### src/rtl/wr_ctrl_param_if.sv
// Signal bundle between the FIFO write-side controller and its neighbours:
// read-pointer input, active-low request, RAM write port and status flags.
interface wr_ctrl_param_if #(
    parameter int ADDR_W = 3
) ();
    logic [ADDR_W:0]   rd_ptr_g;
    logic              wr_req_;
    logic              ovf_clr;
    logic              wr_en;
    logic [ADDR_W-1:0] wr_addr;
    logic [ADDR_W:0]   wr_ptr_g;
    logic [ADDR_W:0]   wr_count;
    logic              full;
    logic              almost_full;
    logic              ovf;

    modport slave (
        input  rd_ptr_g, wr_req_, ovf_clr,
        output wr_en, wr_addr, wr_ptr_g, wr_count, full, almost_full, ovf
    );

    modport master (
        output rd_ptr_g, wr_req_, ovf_clr,
        input  wr_en, wr_addr, wr_ptr_g, wr_count, full, almost_full, ovf
    );
endinterface

### src/rtl/wr_ctrl_param.sv
// Write-side controller of a dual-clock gray-pointer FIFO with occupancy, almost-full
// and full flags. Define WR_CTRL_OVF_EN to build the sticky overflow flag.
module wr_ctrl_param #(
    parameter int ADDR_W   = 3,
    parameter int SYNC_DLY = 2,
    parameter int AF_LEVEL = 6
) (
    input logic            wr_clk,
    input logic            rst_,
    wr_ctrl_param_if.slave bus
);
    localparam int PTR_W = ADDR_W + 1;
    localparam int DEPTH = 1 << ADDR_W;
    localparam logic [PTR_W:0]   DEPTH_X = (PTR_W + 1)'(DEPTH);
    localparam logic [PTR_W-1:0] AF_THR  = PTR_W'(AF_LEVEL);

    function automatic logic [PTR_W-1:0] gray2bin(input logic [PTR_W-1:0] g);
        logic [PTR_W-1:0] b;
        b[PTR_W-1] = g[PTR_W-1];
        for (int i = PTR_W - 2; i >= 0; i--) begin
            b[i] = b[i+1] ^ g[i];
        end
        return b;
    endfunction

    function automatic logic [PTR_W-1:0] bin2gray(input logic [PTR_W-1:0] b);
        return b ^ (b >> 1);
    endfunction

    logic [PTR_W-1:0] sync_q [SYNC_DLY];
    logic [PTR_W-1:0] wr_ptr_b_q, wr_ptr_b_d;
    logic [PTR_W-1:0] wr_ptr_g_q, wr_ptr_g_d;
    logic             wr_en_q, wr_en_d;

    logic [PTR_W-1:0] rd_bin;
    logic [PTR_W-1:0] used;
    logic [PTR_W:0]   used_pend;
    logic             accept;
    logic             full_w;

    // Read pointer enters wr_clk raw; the first stage must see nothing but the bus.
    // NOTE: every synchroniser stage is reset so full/count are defined straight
    // out of reset, even though this is a register array.
    always_ff @(posedge wr_clk or negedge rst_) begin
        if (!rst_) begin
            for (int i = 0; i < SYNC_DLY; i++) begin
                sync_q[i] <= '0;
            end
        end else begin
            sync_q[0] <= bus.rd_ptr_g;
            for (int i = 1; i < SYNC_DLY; i++) begin
                sync_q[i] <= sync_q[i-1];
            end
        end
    end

    // Occupancy is wrap-bit arithmetic on registered values only; the write that
    // is already strobing but not yet counted in wr_ptr_b must still reserve a slot.
    // NOTE: combinational logic uses blocking '=' with every output defaulted first,
    // so no latch can be inferred; state below is updated with non-blocking '<='.
    always_comb begin
        rd_bin     = gray2bin(sync_q[SYNC_DLY-1]);
        used       = wr_ptr_b_q - rd_bin;
        used_pend  = {1'b0, used} + {{PTR_W{1'b0}}, wr_en_q};
        accept     = !bus.wr_req_ && (used_pend < DEPTH_X);
        full_w     = (wr_ptr_b_q[ADDR_W] != rd_bin[ADDR_W]) &&
                     (wr_ptr_b_q[ADDR_W-1:0] == rd_bin[ADDR_W-1:0]);
        wr_en_d    = accept;
        wr_ptr_b_d = wr_ptr_b_q + {{ADDR_W{1'b0}}, wr_en_q};
        wr_ptr_g_d = bin2gray(wr_ptr_b_d);
    end

    // Gray pointer is registered so the read side never sees a multi-bit glitch.
    always_ff @(posedge wr_clk or negedge rst_) begin
        if (!rst_) begin
            wr_ptr_b_q <= '0;
            wr_ptr_g_q <= '0;
            wr_en_q    <= 1'b0;
        end else begin
            wr_ptr_b_q <= wr_ptr_b_d;
            wr_ptr_g_q <= wr_ptr_g_d;
            wr_en_q    <= wr_en_d;
        end
    end

    assign bus.wr_en       = wr_en_q;
    assign bus.wr_addr     = wr_ptr_b_q[ADDR_W-1:0];
    assign bus.wr_ptr_g    = wr_ptr_g_q;
    assign bus.wr_count    = used;
    assign bus.full        = full_w;
    assign bus.almost_full = (used >= AF_THR);

`ifdef WR_CTRL_OVF_EN
    logic ovf_q, ovf_d;

    // Clear beats a same-cycle refused request.
    always_comb begin
        ovf_d = ovf_q;
        if (bus.ovf_clr) begin
            ovf_d = 1'b0;
        end else if (!bus.wr_req_ && !accept && full_w) begin
            ovf_d = 1'b1;
        end
    end

    always_ff @(posedge wr_clk or negedge rst_) begin
        if (!rst_) begin
            ovf_q <= 1'b0;
        end else begin
            ovf_q <= ovf_d;
        end
    end

    assign bus.ovf = ovf_q;
`else
    logic unused_ovf_clr;
    assign unused_ovf_clr = bus.ovf_clr;
    assign bus.ovf        = 1'b0;
`endif

endmodule

### src/flat_wrapper.sv
// flat-port wrapper written by rule: the top's interface ports become plain ports
module wr_ctrl_param_flat 
#(
    parameter int ADDR_W   = 3,
    parameter int SYNC_DLY = 2,
    parameter int AF_LEVEL = 6
)
  (wr_clk, rst_, bus_rd_ptr_g, bus_wr_req_, bus_ovf_clr, bus_wr_en, bus_wr_addr, bus_wr_ptr_g, bus_wr_count, bus_full, bus_almost_full, bus_ovf);
  wr_ctrl_param_if #(.ADDR_W(ADDR_W)) bus_i ();
  input logic wr_clk;
  input logic rst_;
  input wire logic [$bits(bus_i.rd_ptr_g)-1:0] bus_rd_ptr_g;
  input wire logic [$bits(bus_i.wr_req_)-1:0] bus_wr_req_;
  input wire logic [$bits(bus_i.ovf_clr)-1:0] bus_ovf_clr;
  output wire logic [$bits(bus_i.wr_en)-1:0] bus_wr_en;
  output wire logic [$bits(bus_i.wr_addr)-1:0] bus_wr_addr;
  output wire logic [$bits(bus_i.wr_ptr_g)-1:0] bus_wr_ptr_g;
  output wire logic [$bits(bus_i.wr_count)-1:0] bus_wr_count;
  output wire logic [$bits(bus_i.full)-1:0] bus_full;
  output wire logic [$bits(bus_i.almost_full)-1:0] bus_almost_full;
  output wire logic [$bits(bus_i.ovf)-1:0] bus_ovf;
  assign bus_i.rd_ptr_g = bus_rd_ptr_g;
  assign bus_i.wr_req_ = bus_wr_req_;
  assign bus_i.ovf_clr = bus_ovf_clr;
  assign bus_wr_en = bus_i.wr_en;
  assign bus_wr_addr = bus_i.wr_addr;
  assign bus_wr_ptr_g = bus_i.wr_ptr_g;
  assign bus_wr_count = bus_i.wr_count;
  assign bus_full = bus_i.full;
  assign bus_almost_full = bus_i.almost_full;
  assign bus_ovf = bus_i.ovf;
  wr_ctrl_param #(.ADDR_W(ADDR_W), .SYNC_DLY(SYNC_DLY), .AF_LEVEL(AF_LEVEL)) u_core (.wr_clk(wr_clk), .rst_(rst_), .bus(bus_i));
endmodule
### config.mk
export PLATFORM = sky130hd
export DESIGN_NAME = wr_ctrl_param_flat
export DESIGN_NICKNAME = d
export VERILOG_FILES = /design/src/rtl/wr_ctrl_param_if.sv /design/src/rtl/wr_ctrl_param.sv /design/src/flat_wrapper.sv
export SDC_FILE = /design/constraint.sdc
export NUM_CORES = 1
export LEC_CHECK = 0
export BUFFER_PORTS_ARGS = -buffer_cell sky130_fd_sc_hd__buf_2
export CAP_MARGIN = 25
export CORE_MARGIN = 1.5
export CORE_UTILIZATION = 50
export CTS_BUF_LIST = sky130_fd_sc_hd__clkbuf_4 sky130_fd_sc_hd__clkbuf_8
export CTS_CLUSTER_DIAMETER = 60
export DETAILED_ROUTE_END_ITERATION = 6
export PLACE_DENSITY = 0.78
export SETUP_SLACK_MARGIN = 0.5
export SYNTH_ARGS = -nofsm -noshare
export SYNTH_HDL_FRONTEND = slang
export SYNTH_SLANG_ARGS = --single-unit
### constraint.sdc
create_clock -name wr_clk -period 2.2 [get_ports wr_clk]
set_input_delay 0 -clock wr_clk [delete_from_list [all_inputs] [get_ports wr_clk]]
set_output_delay 0 -clock wr_clk [all_outputs]
set_load 0.05 [all_outputs]
---- After elaboration in Yosys (flattened, before gate mapping) ----
Index checks and enable logic that the tools add are counted.
storage, ports and cells
  output and inout bits ................... 15
  flip-flop bits (word level) ............. 17
operators by class
  reduce and logical (&&, ||, !) cells .... 3
  magnitude comparators ................... 2
  eq/ne operators ......................... 2
  add/subtract/negate cells ............... 3
  bitwise logic cells ..................... 4
operators by type and width
  cell                  number
  $add A4 B1 Y5         1
  $lt A5 B4 Y1 const B  1
  $add A4 B1 Y4         1
  $ge A4 B3 Y1 const B  1
  $sub A4 B4 Y4         1
  $xor A4 B3 Y4         1
  $eq A3 B3 Y1          1
  $xor A1 B1 Y1         3
  $logic_and A1 B1 Y1   2
  $logic_not A1 Y1      1
  $ne A1 B1 Y1          1

---- Longest topological paths before layout ----
Gate-level depths: netlist of the first run.
  depth in word-level cells ............... 7
  mapped depth ............................ 8
  depth with buffers taken out ............ 8

---- Least setup slack after synthesis of the first run ----
No wires, ideal clock.
  path type ............................... register to output
  start point ............................. reg u_core.sync_q, in the netlist u_core.rd_bin[3]
  end point ............................... out bus_almost_full
  arrival time ............................ 3044 ps
  path buffers ............................ 0
  data required time ...................... 2200 ps
  slack ................................... -844 ps
  stages on the path, launching flop included .. 9
  cells stage by stage .................... dfrtp_1 -> xnor2_2 -> xor2_2 -> xnor2_1 -> ha_1 -> fa_1 -> xnor2_1 -> nand2_1 -> o21ai_0
between the ends
  word-level cells in the longest chain between the ends .. 5
ends and longest elaborated chain
  element                            RTL line             source
  from (decl)                        wr_ctrl_param.sv:30  logic [PTR_W-1:0] sync_q [SYNC_DLY];
  from (signal, indexed assignment)  wr_ctrl_param.sv:52  sync_q[i] <= sync_q[i-1];
  $xor A1 B1 Y1 (*)                  wr_ctrl_param.sv:21  b[i] = b[i+1] ^ g[i];
  $xor A1 B1 Y1 (2 in series)        wr_ctrl_param.sv:21
  $sub A4 B4 Y4 (*)                  wr_ctrl_param.sv:63  used = wr_ptr_b_q - rd_bin;
  net bus_wr_count[2]                flat_wrapper.sv:18   output wire logic [$bits(bus_i.wr_count)-1:0] bus_wr_count;
  $ge A4 B3 Y1 (*)                   wr_ctrl_param.sv:91  assign bus.almost_full = (used >= AF_THR);
  to (decl)                          flat_wrapper.sv:20   output wire logic [$bits(bus_i.almost_full)-1:0] bus_almost_full;
Mark *: on every way through the listed nets, which the timed path passes. The rest lies on a longest branch.

---- Final worst setup path of the first run ----
  start point ............................. reg u_core.sync_q[2] (netlist bit)
  end point ............................... out bus_almost_full
between the ends
  word-level cells in the longest chain between the ends .. 5
ends and longest elaborated chain
  element                      RTL line
  $xor A1 B1 Y1 (*)            wr_ctrl_param.sv:21
  $xor A1 B1 Y1 (2 in series)  wr_ctrl_param.sv:21
  $sub A4 B4 Y4 (*)            wr_ctrl_param.sv:63
  $ge A4 B3 Y1 (*)             wr_ctrl_param.sv:91
Mark *: on every way between the ends. The rest lies on a longest branch, timed or not.

==> results.py, run 1 <==
metrics = {
    "cells_and_area": {
        "area_growth_pct": 65.0,
        "final_cell_mix": "dfrtp_1 (16), buf_2 (14), buf_4 (9)",
        "drive_above_1_share_pct": 57.8,
        "final_area_um2": 1120,
        "final_common_cell": "dfrtp_1",
        "finalNonFillerCells": 105,
        "diodes": 0,
        "final_nets": 105,
    },
    "placement": {
        "place_area_um2": 840,
        "numPortBuffers": 20,
        "place_congestion": 0.724,
        "place_hpwl_um": 811,
        "dp.cells": 85,
    },
    "setup_path": {
        "crit_arrival_ns": 2.38,
        "path_max_fanout": 3,
        "critPathRequiredTime_ns": 2.20,
        "critical_path_class": "register to output port",
        "worstPathCellList": "xnor2_2 > xor2_2 > xnor2_1 > ha_2 > fa_2 > clkinvlp_4 > nand2_2 > o21ai_2 > buf_6",
        "crit_start": "u_core.sync_q[2]$_DFF_PN0_",
        "crit_path_end_kind": "output port",
        "start_kind": "register",
        "r2r_start": "u_core.sync_q[2]$_DFF_PN0_",
        "cp_slowest_cell": "fa_2",
        "critPathMaxStageDelay_ns": 0.56,
    },
    "floorplan": {
        "die_h_um": 39.9,
        "initial_core_util_pct": 53.1,
        "die_area_um2": 1590,
        "ios": 23,
        "dieWidth_um": 39.9,
        "rows": 13,
        "core_area_um2": 1280,
    },
    "logic_synthesis": {
        "yosysUniqueCellTypes": 19,
        "ys_ff_latch": 16,
        "yosys_warnings": 0,
        "ys_seq_area_share_pct": 58.7,
        "synth_area_um2": 682,
        "synthCells": 51,
        "syn_area_per_cell_um2": 13.4,
        "synth_nets": 65,
    },
    "global_routing": {
        "antenna_found_initial": 0,
        "grt.met3_usage_pct": 1.67,
        "grt-ovfl-total": 0,
        "grt_pass1_vias": 495,
        "top_usage_layer": "met2",
        "grt_max_degree": 17,
        "grtUsageMet1_pct": 25.2,
        "grtUsageTotal_pct": 21.0,
        "grt_first_pass_wirelength_um": 2080,
        "use_met2_pct": 35.1,
    },
    "drt": {
        "drtAntennaViolNets": 0,
        "wl_um": 1510,
        "vias_per_cell": 4.80,
        "vias": 504,
        "dr.pass1.iters": 1,
        "drt_iter0_drc": 0,
        "drc": 0,
        "avgRoutedWirePerCell_um": 14.4,
    },
    "sta": {
        "period_share_pct": 108,
        "hold_viol": 0,
        "setup_violations": 5,
        "skew_ns": 0.00172,
        "drv_slew": 0,
        "layout_setup_ws_ns": -0.183,
        "period_needed_ns": 2.38,
        "clock.fmax_mhz": 420,
        "rsz0062_at_grt": "true",
    },
    "clock_tree": {
        "clk_pin_slew_worst_paths_ns": 0.09,
        "cts_made_buffers": 3,
        "insertion_delay_ns": 0.28,
        "cts-root-buf": "clkbuf_4",
        "cts_num_sinks": 16,
        "cts_max_path_buffers": 2,
        "cts.htree.levels": 1,
        "cts_tree": "built",
    },
    "outcome": {
        "outcome": "finished, violations left",
        "violations": "setup timing",
    },
    "worst_hold_path": {
        "hold_path_class": "input pin to async pin",
    },
    "run": {
        "maxCapViolCount": 0,
    },
}
-- synth_stat cells --
| cell | count | area [um^2] |
|---|---|---|
| xor2_1 | 5 | 43.8 |
| o21a_1 | 1 | 7.51 |
| conb_1 | 1 | 3.75 |
| nand2_1 | 1 | 3.75 |
| fa_1 | 1 | 20.0 |
| dfrtp_1 | 16 | 400 |
| a21oi_1 | 2 | 10.0 |
| ha_1 | 5 | 62.6 |
| xnor2_1 | 3 | 26.3 |
| and3_1 | 1 | 6.26 |
| a41oi_1 | 1 | 8.76 |
| nand3b_1 | 1 | 7.51 |
| xnor2_2 | 1 | 16.3 |
| nand3_1 | 2 | 10.0 |
| nor2_1 | 2 | 7.51 |
| xor2_2 | 1 | 16.3 |
| o21ai_0 | 1 | 5.00 |
| inv_1 | 5 | 18.8 |
| buf_4 | 1 | 7.51 |
-- state kept, by name, summed over array words and instances (netlist names) --
signal	count
u_core.bus.wr_ptr_g	3
u_core.sync_q	7
u_core.wr_ptr_b_q	4
u_core.rd_bin	1
u_core.bus.wr_en	1
-- what timing repair did --
action,in CTS,in global routing
endpoints found under the setup margin,7,7
pin swaps,3,2
resized for setup,24,5
setup buffers,8,2
endpoints found under the hold margin,21,0
hold buffers,6,0
-- routing by layer --
metal / vias to the layer above / routed length, um
li1: 240 / -
met1: 239 / 582
met2: 19 / 823
met3: 6 / 54
met4: 0 / 50
met5: - / 0
-- per-stage QoR --
step / setup TNS (ns) / setup WS (ns) / hold slack, ns / utilization (%)
after floorplan: -0.0377 / -0.0377 / -0.296 / -
after global placement: 0 / 0.0964 / -0.0799 / 65.3
after detailed placement: 0 / 0.0782 / -0.0763 / 65.3
after CTS: -0.252 / -0.116 / 0.151 / 84.2
after global routing: -1.06 / -0.286 / 0.164 / 87.5
final: -0.568 / -0.183 / 0.140 / 87.5
-- worst max-delay path: cells and delay by family, from the launching register on --
family | cells | cell delay (ns)
AND/OR/NAND/NOR | 1 | 0.08
buffers and inverters | 2 | 0.26
XOR/XNOR | 3 | 0.54
adder cells (fa/ha/maj) | 2 | 0.75
AO/OA/AOI/OAI | 1 | 0.07
flip-flops | 1 | 0.41
-- final cells by class --
type	count	area, um^2
clock buffer	4	36.3
fill	60	160
inverter	5	25.0
multi-input combinational	29	353
sequential	16	400
tap	15	18.8
timing repair buffer	36	292
-- kinds of logic (layout without fill, tap and decap cells) --
kind of cell,Yosys count,in the layout,share of synthesized area (%)
other,1,1,0.550
AOI/OAI and AO/OA,5,5,4.59
buffers and inverters,6,45,3.85
adders and majority gates,6,6,12.1
DFF,16,16,58.7
and+or+nand+nor,7,7,5.14
xor gates and xnor gates,10,10,15.0
-- path summary, 6_finish.rpt --
path | to | slack [ns] | cells past startpoint
setup / recovery | bus_almost_full | -0.18 | 9
hold / removal | u_core.bus.wr_ptr_g[2]$_DFF_PN0_ | 0.14 | 2
setup reg to reg | u_core.bus.wr_en$_DFF_PN0_ | -0.06 | 9
hold reg to reg | u_core.rd_bin[3]$_DFF_PN0_ | 0.36 | 0
max in group asynchronous | u_core.wr_ptr_b_q[0]$_DFF_PN0_ | 1.82 | 2
min in group wr_clk | u_core.sync_q[5]$_DFF_PN0_ | 0.35 | 2
Power of run 1 is left out: the tool's default activity adds up to more than one toggle a clock period on the data nets, which glitch-free logic cannot reach.
==> run 2, diff against run 1 <==
--- a/config.mk
+++ b/config.mk
@@ -6,9 +6,10 @@
 export NUM_CORES = 1
 export LEC_CHECK = 0
 export BUFFER_PORTS_ARGS = -buffer_cell sky130_fd_sc_hd__buf_2
-export CAP_MARGIN = 25
+export CELL_PAD_IN_SITES_DETAIL_PLACEMENT = 0
+export CELL_PAD_IN_SITES_GLOBAL_PLACEMENT = 2
 export CORE_MARGIN = 1.5
-export CORE_UTILIZATION = 50
+export CORE_UTILIZATION = 32
 export CTS_BUF_LIST = sky130_fd_sc_hd__clkbuf_4 sky130_fd_sc_hd__clkbuf_8
 export CTS_CLUSTER_DIAMETER = 60
 export DETAILED_ROUTE_END_ITERATION = 6
==> run 2 against run 1 <==
- the flow still finishes with violations (setup timing)
- core utilization down 32 points
- critical endpoint unchanged
- non-clock buffer count fell by 3
- via count is 4.0% lower
- sequential share of layout area rose by 0.81 points
- wire length down 20%
- worst hold slack better by 0.0030 ns
- final cell count rose by 8.6%
- final area decreased by 2.2%
- maximum frequency is 2.8% higher
==> results.py, run 2 (synthesized netlist as in run 1, its figures left out) <==
metrics = {
    "sta": {
        "rsz0062_at_grt": "true",
        "skew_ns": 0.00389,
        "setup_violations": 3,
        "period_needed_ns": 2.32,
        "hold_viol": 0,
        "layout_setup_ws_ns": -0.119,
        "clock.fmax_mhz": 431,
        "drv_slew": 0,
        "period_share_pct": 105,
    },
    "clock_tree": {
        "cts.htree.levels": 1,
        "cts_made_buffers": 3,
        "cts-root-buf": "clkbuf_4",
        "insertion_delay_ns": 0.28,
        "cts_tree": "built",
        "cts_max_path_buffers": 2,
        "clk_pin_slew_worst_paths_ns": 0.09,
        "cts_num_sinks": 16,
    },
    "cells_and_area": {
        "area_growth_pct": 61.3,
        "nFillCells": 172,
        "diodes": 0,
        "final_common_cell": "dfrtp_1",
        "final_nets": 102,
        "final_cell_mix": "dfrtp_1 (16), buf_2 (14), buf_4 (7)",
        "regMostFlops": "u_core.sync_q",
        "final_area_um2": 1100,
        "register_area_um2": 400,
        "multi_input_area_um2": 339,
        "drive_above_1_share_pct": 52.9,
        "largest_reg_flops": 7,
    },
    "drt": {
        "vias_per_cell": 4.25,
        "avgRoutedWirePerCell_um": 10.6,
        "drt_iter0_drc": 3,
        "vias": 484,
        "drc": 0,
        "dr.pass1.iters": 3,
        "drtAntennaViolNets": 0,
        "wl_um": 1210,
    },
    "setup_path": {
        "reg2reg_slack_ns": 0.02,
        "critPathRequiredTime_ns": 2.20,
        "crit_arrival_ns": 2.32,
        "path_max_fanout": 3,
        "reg2reg_depth": 9,
        "start_kind": "register",
        "worstReg2RegEnd": "u_core.bus.wr_en$_DFF_PN0_",
        "crit_path_end_kind": "output port",
        "r2r_start": "u_core.sync_q[2]$_DFF_PN0_",
        "critical_path_class": "register to output port",
        "critPathCapture": "bus_almost_full",
        "crit_start": "u_core.sync_q[2]$_DFF_PN0_",
    },
    "placement": {
        "numPortBuffers": 20,
        "place_area_um2": 862,
        "place_hpwl_um": 830,
        "place_congestion": 0.712,
        "pre_cts_slack_ns": 0.0833,
    },
    "floorplan": {
        "core_area_um2": 1980,
        "die_area_um2": 2420,
        "dieWidth_um": 49.2,
        "ios": 23,
        "die_h_um": 49.2,
        "initial_core_util_pct": 34.4,
        "rows": 16,
    },
    "global_routing": {
        "antenna_found_initial": 0,
        "grt_max_degree": 17,
        "grtUsageTotal_pct": 11.5,
        "grt_pass1_vias": 475,
        "grt-ovfl-total": 0,
        "grt_first_pass_wirelength_um": 2020,
    },
    "outcome": {
        "violations": "setup timing",
        "outcome": "finished, violations left",
    },
    "worst_hold_path": {
        "hold_path_class": "input pin to async pin",
    },
    "run": {
        "maxCapViolCount": 0,
    },
}
==> run 2: cell count changes in the layout (fill, tap and decap cells not counted) <==
| cell | change |
|---|---|
| nand2_2 | -1 |
| a21oi_2 | -1 |
| buf_4 | -2 |
| nor2_2 | -1 |
| buf_6 | -1 |
| nor2_4 | +1 |
| nand2_1 | +1 |
| a21oi_1 | +1 |
| ha_4 | -1 |
| ha_1 | +1 |
==> run 2: repair_timing <==
action                                  CTS  global route
gates resized for setup                  21             4
gates cloned                              0             0
endpoints found under the setup margin    7             7
endpoints found under the hold margin    21             0
pin swaps                                 3             2
setup buffers                             6             0
hold buffers                              6             0
==> run 2: critical path, stage by stage, from the launching register on <==
cell and delay (ns):
dfrtp_1 0.40, xnor2_2 0.22, xor2_2 0.21, xnor2_1 0.09, ha_2 0.18, fa_2 0.55, clkinvlp_4 0.09, nand2_1 0.08
o21ai_2 0.06, buf_6 0.15
==> run 2: worst min path at each step <==
stage	slack, ns	depth (start not counted)	startpoint	endpoint
finish	0.14	2	rst_	u_core.bus.wr_en$_DFF_PN0_
global route	0.18	2	rst_	u_core.sync_q[5]$_DFF_PN0_
CTS	0.15	2	rst_	u_core.bus.wr_en$_DFF_PN0_
detailed placement	-0.08	1	rst_	u_core.sync_q[1]$_DFF_PN0_
global placement	-0.08	1	rst_	u_core.sync_q[1]$_DFF_PN0_
floorplan	-0.30	0	rst_	u_core.bus.wr_en$_DFF_PN0_
==> run 2: final cells by class <==
type,count,area share [%]
Sequential cell,16,36.4
Timing Repair Buffer,33,24.1
Inverter,5,2.28
Tap cell,27,3.07
Multi-Input combinational cell,29,30.8
Clock buffer,4,3.30
==> run 2: per-stage QoR <==
step,setup TNS (ns),utilization [%],instances,hold WS [ns]
floorplan,-0.0377,-,51,-0.296
global route,-0.959,55.5,114,0.181
detailed placement,0,43.5,98,-0.0753
global placement,0,43.5,98,-0.0767
CTS,-0.479,54.5,114,0.149
finish,-0.253,55.5,114,0.143
==> run 2: routing by layer <==
metal | global-route usage [%] | share of wire, % | up-vias
met5 | 0 | 0 | -
met3 | 1.23 | 5.0 | 4
met1 | 13.4 | 43 | 228
met2 | 18.7 | 48 | 18
met4 | 10.0 | 3.6 | 0
li1 | - | - | 234
Power of run 2 is left out for the same reason.
==> run 3, diff against run 2 <==
--- a/config.mk
+++ b/config.mk
@@ -14,6 +14,7 @@
 export CTS_CLUSTER_DIAMETER = 60
 export DETAILED_ROUTE_END_ITERATION = 6
 export PLACE_DENSITY = 0.78
+export REMOVE_ABC_BUFFERS = 1
 export SETUP_SLACK_MARGIN = 0.5
 export SYNTH_ARGS = -nofsm -noshare
 export SYNTH_HDL_FRONTEND = slang
==> run 3 against run 2 <==
- the flow still finishes with violations (setup timing)
- flip-flop and latch count stayed put
- wire length is 8.0% higher
- final area is 1.4% higher
- clock skew is 0.0026 ns lower
- final cell count is 1.8% higher
- sequential share of layout area is 0.49 points lower
- die area stayed put
==> results.py, run 3 (synthesized netlist as in run 1, its figures left out) <==
metrics = {
    "clock_tree": {
        "insertion_delay_ns": 0.28,
        "cts_num_sinks": 16,
        "cts-root-buf": "clkbuf_4",
        "clk_pin_slew_worst_paths_ns": 0.08,
        "cts_tree": "built",
        "cts_made_buffers": 3,
        "cts.htree.levels": 1,
        "cts_max_path_buffers": 2,
    },
    "global_routing": {
        "grt-ovfl-total": 0,
        "antenna_found_initial": 0,
        "grtUsageTotal_pct": 13.2,
        "grt_first_pass_wirelength_um": 2330,
        "grt_max_degree": 17,
        "grt_pass1_vias": 576,
    },
    "cells_and_area": {
        "diodes": 0,
        "final_cell_mix": "dfrtp_1 (16), buf_2 (14), dlygate4sd3_1 (6), buf_6 (6), buf_4 (6)",
        "drive_above_1_share_pct": 53.9,
        "largest_reg_flops": 7,
        "regMostFlops": "u_core.sync_q",
        "final_common_cell": "dfrtp_1",
        "final_nets": 104,
        "area_growth_pct": 63.5,
        "nFillCells": 159,
    },
    "setup_path": {
        "start_kind": "register",
        "cp_slowest_cell": "dfrtp_1",
        "crit_arrival_ns": 2.29,
        "worstPathCellList": "xnor2_2 > xor2_2 > xnor2_2 > ha_4 > fa_2 > xnor2_2 > nand2_1 > o21ai_2 > buf_6",
        "cpMostUsedCell": "xnor2_2",
        "critical_path_class": "register to output port",
        "crit_start": "u_core.rd_bin[3]$_DFF_PN0_",
        "critPathRequiredTime_ns": 2.20,
        "critPathMaxStageDelay_ns": 0.41,
        "r2r_start": "u_core.rd_bin[3]$_DFF_PN0_",
        "path_max_fanout": 2,
        "crit_path_end_kind": "output port",
    },
    "sta": {
        "layout_setup_ws_ns": -0.0893,
        "skew_ns": 0.00134,
        "clock.fmax_mhz": 437,
        "rsz0062_at_grt": "true",
        "hold_viol": 0,
        "setup_violations": 5,
        "period_needed_ns": 2.29,
        "drv_slew": 0,
        "period_share_pct": 104,
    },
    "floorplan": {
        "die_h_um": 49.2,
        "ios": 23,
        "core_area_um2": 1980,
        "initial_core_util_pct": 34.4,
        "die_area_um2": 2420,
        "dieWidth_um": 49.2,
        "rows": 16,
    },
    "placement": {
        "numPortBuffers": 20,
        "place_hpwl_um": 900,
        "place_congestion": 0.736,
        "pre_cts_slack_ns": -0.0616,
    },
    "drt": {
        "drt_iter0_drc": 0,
        "vias_per_cell": 4.22,
        "drtAntennaViolNets": 0,
        "dr.pass1.iters": 1,
        "avgRoutedWirePerCell_um": 11.3,
        "vias": 489,
        "drc": 0,
        "wl_um": 1310,
    },
    "worst_hold_path": {
        "hold_path_class": "input pin to async pin",
    },
    "outcome": {
        "violations": "setup timing",
        "outcome": "finished, violations left",
    },
    "run": {
        "maxCapViolCount": 0,
    },
}
-- run 3: metal layers --
metal | vias to the layer above | wire length, um | track usage, %
li1 | 236 | - | -
met1 | 232 | 499 | 13.6
met2 | 17 | 713 | 23.6
met3 | 4 | 54 | 1.23
met4 | 0 | 44 | 11.4
met5 | - | 0 | 0
-- run 3: critical path, delay by kind of cell (launching register included) --
kind | cells | cell delay, ns
flip-flops | 1 | 0.41
buffers and inverters | 1 | 0.17
AND/OR/NAND/NOR | 1 | 0.08
XOR/XNOR | 4 | 0.74
AO/OA/AOI/OAI | 1 | 0.06
adder cells (fa/ha/maj) | 2 | 0.53
-- run 3: worst paths after layout --
kind	to	slack (ns)	depth (start not counted)
setup / recovery	bus_almost_full	-0.09	9
hold / removal	u_core.sync_q[5]$_DFF_PN0_	0.14	2
setup reg to reg	u_core.bus.wr_en$_DFF_PN0_	-0.03	10
hold reg to reg	u_core.sync_q[1]$_DFF_PN0_	0.35	0
max in group asynchronous	u_core.bus.wr_ptr_g[1]$_DFF_PN0_	1.81	2
min in group wr_clk	u_core.sync_q[1]$_DFF_PN0_	0.35	0
-- run 3: through the flow --
step,util (%),hold slack [ns],setup TNS [ns],instance area [um^2],std cells
2_1_floorplan,-,-0.296,-1.67,674,50
3_3_place_gp,41.5,-0.0828,-0.0142,823,99
3_5_place_dp,41.5,-0.0783,-0.0905,823,99
4_1_cts,54.5,0.142,-0.274,1080,116
5_1_grt,56.3,0.177,-0.875,1110,116
6_report,56.3,0.144,-0.276,1110,116
-- run 3: repair_timing --
| action | in CTS | in global routing |
|---|---|---|
| buffers inserted | 7 | 0 |
| setup endpoints to repair | 7 | 7 |
| resized for setup | 29 | 7 |
| pin swaps | 6 | 6 |
| endpoints found under the hold margin | 21 | 0 |
| hold buffers | 6 | 0 |
-- run 3: final cells by class --
cell class	instances	area (um^2)	share of cell area [%]
clock buffer	4	36.3	3.25
inverter	5	21.3	1.91
multi-input combinational	29	335	30.1
sequential	16	400	35.9
tap	27	33.8	3.03
timing repair buffer	35	288	25.8
Power of run 3 is left out for the same reason.
